File: config.mk
export PLATFORM = sky130hd
export DESIGN_NAME = pipe_cla_addsub
export DESIGN_NICKNAME = d
export VERILOG_FILES = /design/src/rtl/pipe_cla_addsub.sv
export SDC_FILE = /design/constraint.sdc
export NUM_CORES = 1
export LEC_CHECK = 0
export CAP_MARGIN = 20
export CORE_MARGIN = 2
export CORE_UTILIZATION = 30
export CTS_CLUSTER_SIZE = 12
export DETAILED_ROUTE_END_ITERATION = 8
export PLACE_DENSITY = 0.49
export SLEW_MARGIN = 10
export SYNTH_ARGS = -nofsm -noshare
export SYNTH_HDL_FRONTEND = slang
export SYNTH_SLANG_ARGS = --single-unit
File: constraint.sdc
create_clock -name clk -period 4.6 [get_ports clk]
set_input_delay 1.38 -clock clk [delete_from_list [all_inputs] [get_ports clk]]
set_output_delay 1.38 -clock clk [all_outputs]
set_load 0.02 [all_outputs]
File: src/rtl/pipe_cla_addsub.sv
// Pipelined carry-lookahead adder/subtractor: one BLOCK-bit lookahead group
// resolved per stage, carry registered between stages, valid/ready stream I/O.
module pipe_cla_addsub #(
    parameter int unsigned NBIT  = 16,
    parameter int unsigned BLOCK = 4
) (
    input  logic            clk,
    input  logic            rst_n,
    input  logic            in_valid,
    output logic            in_ready,
    input  logic [NBIT-1:0] a,
    input  logic [NBIT-1:0] b,
    input  logic            cin,
    input  logic            sub,
    output logic            out_valid,
    input  logic            out_ready,
    output logic [NBIT-1:0] s,
    output logic            cout,
    output logic            ovf
);

    localparam int unsigned NSTG = NBIT / BLOCK;

    if ((BLOCK == 0) || ((NBIT % BLOCK) != 0)) begin : g_bad_param
        $error("pipe_cla_addsub: NBIT must be a non-zero multiple of BLOCK");
    end

    // Group lookahead: prefix G/P per bit gives every in-group carry from c0.
    function automatic logic [BLOCK:0] cla_grp(
        input logic [BLOCK-1:0] ga,
        input logic [BLOCK-1:0] gb,
        input logic             c0
    );
        logic [BLOCK:0]   c;
        logic [BLOCK-1:0] sum;
        logic             gg;
        logic             pg;
        c    = '0;
        c[0] = c0;
        sum  = '0;
        gg   = 1'b0;
        pg   = 1'b1;
        for (int unsigned i = 0; i < BLOCK; i++) begin
            sum[i]  = ga[i] ^ gb[i] ^ c[i];
            gg      = (ga[i] & gb[i]) | ((ga[i] | gb[i]) & gg);
            pg      = (ga[i] | gb[i]) & pg;
            c[i+1]  = gg | (pg & c0);
        end
        return {c[BLOCK], sum};
    endfunction

    logic adv_c;

    assign adv_c    = !out_valid || out_ready;
    assign in_ready = adv_c;

    for (genvar k = 0; k < NSTG; k++) begin : g_stg
        // Operand window still unresolved when entering stage k.
        localparam int unsigned UW = NBIT - k * BLOCK;
        localparam int unsigned RW = (k + 1) * BLOCK;

        logic          sv;
        logic          sc;
        logic [UW-1:0] ua;
        logic [UW-1:0] ub;
        logic [BLOCK:0] grp;
        logic [RW-1:0] res_n;
        logic          vld;
        logic          cy;
        logic [RW-1:0] res;

        if (k == 0) begin : g_src
            assign sv    = in_valid;
            assign sc    = cin ^ sub;
            assign ua    = a;
            assign ub    = b ^ {NBIT{sub}};
            assign res_n = grp[BLOCK-1:0];
        end else begin : g_src
            assign sv    = g_stg[k-1].vld;
            assign sc    = g_stg[k-1].cy;
            assign ua    = g_stg[k-1].g_op.opa;
            assign ub    = g_stg[k-1].g_op.opb;
            assign res_n = {grp[BLOCK-1:0], g_stg[k-1].res};
        end

        assign grp = cla_grp(ua[BLOCK-1:0], ub[BLOCK-1:0], sc);

        always_ff @(posedge clk) begin
            if (!rst_n) begin
                vld <= 1'b0;
                cy  <= 1'b0;
                res <= '0;
            end else if (adv_c) begin
                vld <= sv;
                cy  <= grp[BLOCK];
                res <= res_n;
            end
        end

        if (k < NSTG - 1) begin : g_op
            logic [UW-BLOCK-1:0] opa;
            logic [UW-BLOCK-1:0] opb;
            always_ff @(posedge clk) begin
                if (!rst_n) begin
                    opa <= '0;
                    opb <= '0;
                end else if (adv_c) begin
                    opa <= ua[UW-1:BLOCK];
                    opb <= ub[UW-1:BLOCK];
                end
            end
        end else begin : g_ovf
            // Carry into the MSB recovered as sum ^ a ^ b_eff at the top bit.
            logic ovf_q;
            always_ff @(posedge clk) begin
                if (!rst_n) begin
                    ovf_q <= 1'b0;
                end else if (adv_c) begin
                    ovf_q <= grp[BLOCK] ^ grp[BLOCK-1] ^ ua[BLOCK-1] ^ ub[BLOCK-1];
                end
            end
        end
    end

    assign out_valid = g_stg[NSTG-1].vld;
    assign s         = g_stg[NSTG-1].res;
    assign cout      = g_stg[NSTG-1].cy;
    assign ovf       = g_stg[NSTG-1].g_ovf.ovf_q;

endmodule

==> impl_metrics.ini, run 1 <==
[outcome]
status = completed

[cts]
cts_root_buf = clkbuf_16
clock-sinks = 97
htree_levels = 3
cts.reportedPaths.clkPinSlew_ns = 0.06
post_cts_buffers = 0
ctsResizeCount = 0
tritoncts = built
hold_buffers = 0
cts-buffers-inserted = 9
clk_latency_ns = 0.34
cts.path.max_buffers = 2

[route]
drt-total-wl_mm = 9.331
routed_via_density = 4.536
drt_iter0_drc = 181
wl_per_cell_um = 12.09
ant_nets = 0
num_vias = 3502
firstDrtPassIters = 4
drc_errors = 0

[timing]
drv_slew = 0
period_needed_ns = 3.940
final-setup-viol-count = 0
relSlewSlack_pct = 37.32
worst_slew_pin_slew_ns = 0.9402
finalCritPeriodShare_pct = 85.65
timing.hold.ws_ns = 0.4498
tns_ns = 0
finClkSkew_ns = 0.006878
hold_viol_final = 0
grt_setup_unrepaired = false
clock.fmax_mhz = 253.8

[synthesis]
synth_cell_types = 38
synth-seq-cells = 97
synth.avg_cell_area_um2 = 8.301
synthesis.area_um2 = 4516
synth.area.top_cells = dfxtp_1 43%, nand2_1 11%, ha_1 8.9%, a21oi_1 7.9%, inv_1 3.7%
synth_edf_count = 0
synth_ff_type = dfxtp_1
yosys.area.top_type = dfxtp_1
ys_async_sr_fraction_pct = 0
postSynthCellCount = 544
synth_nets = 618
synth_warnings = 0
ys_seq_area_share_pct = 43.00
synth_top_area_share_pct = 43.00

[global_routing]
gr-usage-met1_pct = 15.41
globalRouteMet3Util_pct = 2.952
grt_use_met2_pct = 20.22
grt_max_degree = 88
track_usage_pct = 12.24
grt_pass1_vias = 3306
grt.busiest_layer = met2
overflow = 0
antenna_found_initial = 0
grt_pass1_wl_mm = 15.72

[critical_path]
cp-start-kind = primary input
critPathBufInv = 3
cp-end-kind = output port
crit_fanout = 2
crit_path_max_incr_delay_ns = 0.59
crit_chain = clkdlybuf4s50_1 -> nor2b_4 -> clkinv_2 -> clkdlybuf4s50_1
path_common_cell = clkdlybuf4s50_1
cpMaxStageDelayCell = clkdlybuf4s50_1
crit_arrival_ns = 2.56
required_ns = 3.22
cp_top_family = buffers and inverters
crit_type = primary input to output port

[final_layout]
drive_gt1_share_pct = 5.272
nets = 658
antenna_cells = 0
syn_to_final_growth_pct = 22.17

[floorplan]
fp-row-count = 44
dieWidth_um = 126.7
fp.dieH_um = 126.7
die_area_um2 = 16050
num_io_pins = 58
coreArea_um2 = 14640
start_util_pct = 30.84

[placed_design]
port_buffers = 57
gp_congestion = 0.7903
dp_hpwl_mm = 6.323

[power]
power_density_nw_per_um2 = 352.0
p_leak_nw = 2.171
peakVddDrop_mv = 0.1556

[job]
maxCapViolations = 0

[min_path]
hold_path.class = register to register
==> worst register-to-register path: stages (launching register included) <==
cell	delay, ns
dfxtp_1	0.31
nor2b_4	0.12
clkinv_2	0.04
buf_4	0.44
buf_4	0.57
nand2_1	0.32
o31ai_1	0.28
==> layer usage <==
layer	vias up	wire, um
li1	1838	-
met1	1615	4474
met2	36	4405
met3	13	288
met4	0	162
met5	-	0
==> flip-flops by register name, indices dropped and copies added (netlist names) <==
register        flops
g_stg.g_op.opa     24
g_stg.cy            3
out_valid           1
g_stg.res          24
g_stg.vld           3
g_stg.g_op.opb     24
ovf                 1
cout                1
s                  16
==> final cells by class <==
class	count	area (um2)
clock buffers	13	280.3
multi-input cells	366	2232
repair buffers	64	623.1
clock inverters	2	35.03
well taps	184	230.2
inverters	46	173.9
fillers	1516	9128
flip-flops and latches	97	1942
==> stage by stage <==
stage / total power [mW] / setup WS (ns) / cells / util [%] / cell area, um2
after CTS: 1.977 / 0.6513 / 772 / 37.67 / 5517
after global routing: 2.046 / 0.6282 / 772 / 37.67 / 5517
after global placement: 1.178 / 0.6521 / 757 / 35.52 / 5201
after detailed placement: 1.183 / 0.6476 / 757 / 35.52 / 5201
final: 1.942 / 0.6602 / 772 / 37.67 / 5517
after floorplan: 1.094 / 1.253 / 544 / - / 4516
==> cell families after synthesis <==
logic type | synth area share (%)
flops | 43.00
simple gates | 18.09
buf+inv | 7.731
fa+ha+maj | 10.64
xor+xnor | 5.237
compound gates | 15.30
==> placed cells by master (no fill, tap or decap), types with 9 or more instances in the layout <==
cell type	n
a21oi_1	71
nor2_1	28
inv_1	44
xnor2_1	18
clkdlybuf4s50_1	57
a211oi_1	16
nand2_1	135
ha_1	32
dfxtp_1	97
clkbuf_16	9
nand4b_1	9
xor2_1	9
==> path summary, 6_finish.rpt <==
path	start	to	slack [ns]	cells past startpoint
setup / recovery	out_ready	in_ready	0.66	4
hold / removal	s[10]	s[10]	0.45	2
setup reg to reg	out_valid	g_stg[2].res[10]	2.43	6
hold reg to reg	s[10]	s[10]	0.45	2
==> synthesized netlist by cell type (3+ instances only) <==
| cell type | number |
|---|---|
| inv_1 | 45 |
| buf_2 | 9 |
| fa_1 | 4 |
| clkbuf_8 | 3 |
| nor2_1 | 28 |
| o211ai_1 | 3 |
| dfxtp_1 | 97 |
| a21oi_1 | 71 |
| o21ai_0 | 3 |
| xnor2_1 | 18 |
| and3_1 | 3 |
| xor2_1 | 9 |
| a211oi_1 | 16 |
| nand3_1 | 8 |
| clkbuf_1 | 20 |
| o21bai_1 | 5 |
| nor2b_1 | 4 |
| nand4b_1 | 9 |
| nand2_1 | 135 |
| ha_1 | 32 |
==> where the power goes <==
group / internal [mW] / switching [mW] / total [mW]
sequential: 0.898 / 0.0306 / 0.928
clock: 0.477 / 0.306 / 0.783
combinational: 0.115 / 0.116 / 0.231
Power figures use the tool's default switching activity.
==> inputs of run 2 (changes only) <==
--- a/config.mk
+++ b/config.mk
@@ -8,3 +8,2 @@
 export CAP_MARGIN = 20
-export CORE_MARGIN = 2
 export CORE_UTILIZATION = 30
--- a/constraint.sdc
+++ b/constraint.sdc
@@ -3,2 +3,2 @@
 set_output_delay 1.38 -clock clk [all_outputs]
-set_load 0.02 [all_outputs]
+set_load 0.05 [all_outputs]
==> run 2 against run 1 <==
Largest cell class unchanged. Sequential share of layout area rose by 0.35 points. Register-to-register slack improved by 0.22 ns. Count of clock-buffer cells in the layout fell by 3.
==> impl_metrics.ini, run 2 (synthesized netlist as in run 1, its figures left out) <==
[timing]
relSlewSlack_pct = 39.34
clock.fmax_mhz = 278.9
finalCritPeriodShare_pct = 77.96
finClkSkew_ns = 0.006999
timing.hold.ws_ns = 0.4498
final-setup-viol-count = 0
worst_slew_pin_slew_ns = 0.9099
tns_ns = 0
hold_viol_final = 0
grt_setup_unrepaired = false
drv_slew = 0
period_needed_ns = 3.586

[route]
num_vias = 3511
routed_via_density = 4.542
drt-total-wl_mm = 9.543
met2_length_mm = 4.617
dr.max_layer_used = met4
ant_nets = 0
wl_met3_um = 235
drt_iter0_drc = 135
wl_per_cell_um = 12.35
firstDrtPassIters = 4
drc_errors = 0
wl_met1_mm = 4.531

[cts]
cts_root_buf = clkbuf_16
cts-buffers-inserted = 9
ctsResizeCount = 0
clk_latency_ns = 0.34
cts.path.max_buffers = 2
hold_buffers = 0
tritoncts = built
cts.reportedPaths.clkPinSlew_ns = 0.07
htree_levels = 3
post_cts_buffers = 0
clock-sinks = 97

[final_layout]
final_cell_mix = 135 x nand2_1, 97 x dfxtp_1, 71 x a21oi_1
drive_gt1_share_pct = 5.433
mostFrequentLayoutCell = nand2_1
postLayoutCoreUtil_pct = 37.44
syn_to_final_growth_pct = 20.95
nets = 658
finalNonFillerCells = 773
largestRegisters = g_stg.g_op.opa x24, g_stg.g_op.opb x24, g_stg.res x24
antenna_cells = 0

[global_routing]
track_usage_pct = 12.51
grt_pass1_wl_mm = 15.70
antenna_found_initial = 0
overflow = 0
grt_max_degree = 88
grt_pass1_vias = 3331

[placed_design]
dpl.cell_count = 757
port_buffers = 57
dp_hpwl_mm = 6.388
gp_congestion = 0.7068

[floorplan]
fp.dieH_um = 124.7
coreArea_um2 = 14590
start_util_pct = 30.95
die_area_um2 = 15550
num_io_pins = 58
dieWidth_um = 124.7
fp-row-count = 44

[power]
peakVddDrop_mv = 0.1301
p_leak_nw = 2.150
power_density_nw_per_um2 = 340.5

[job]
maxCapViolations = 0

[critical_path]
crit_path_max_incr_delay_ns = 0.45
crit_arrival_ns = 2.21
cp-end-kind = output port
cpMaxStageDelayCell = clkdlybuf4s50_1
crit_chain = clkdlybuf4s50_1 -> nor2b_4 -> clkinv_2 -> buf_4
cp-start-kind = primary input
required_ns = 3.22
crit_fanout = 2
crit_type = primary input to output port

[outcome]
status = completed

[min_path]
hold_path.class = register to register
run 2: cell count changes in the layout (fill, tap and decap cells not counted):
| cell | delta |
|---|---|
| clkdlybuf4s50_1 | -1 |
| clkinv_2 | +4 |
| inv_6 | +1 |
| clkbuf_1 | +1 |
| bufinv_16 | -1 |
| clkbuf_8 | -4 |
| buf_4 | +1 |
run 2: cell type report:
class                           instances  area (um2)
Fill cell                            1504        9128
Multi-Input combinational cell        366        2232
Sequential cell                        97        1942
Timing Repair Buffer                   64       620.6
Tap cell                              184       230.2
Clock buffer                           10       229.0
Inverter                               46       173.9
Clock inverter                          6       33.78
run 2: critical path, delay by kind of cell:
kind	cells	cell delay (ns)
buf+inv	3	0.69
simple gates	1	0.14
run 2: report_power, final:
group | internal, mW | switching [mW] | total [mW]
Clock | 0.364 | 0.320 | 0.684
Sequential | 0.897 | 0.0321 | 0.930
Combinational | 0.115 | 0.131 | 0.246
Total | 1.38 | 0.483 | 1.86
run 2: worst paths after layout:
kind | endpoint | cells past startpoint | start | slack [ns]
hold reg to reg | s[10] | 2 | s[10] | 0.45
hold / removal | s[10] | 2 | s[10] | 0.45
setup reg to reg | g_stg[1].cy | 6 | out_valid | 2.65
setup / recovery | in_ready | 4 | out_ready | 1.01
run 2: per-layer routing:
metal  up-vias  global-route usage (%)
met3        12                   2.363
met1      1614                   14.93
li1       1849                       -
met4         0                   5.315
met5         -                       0
met2        36                   21.77
run 2: stage by stage:
stage	cell area, um2	worst slack (ns)	power [mW]
after floorplan	4516	1.226	1.110
final	5461	1.014	1.860
after CTS	5461	1.004	1.888
after detailed placement	5199	0.8948	1.199
after global routing	5461	0.9850	1.946
after global placement	5199	1.023	1.193
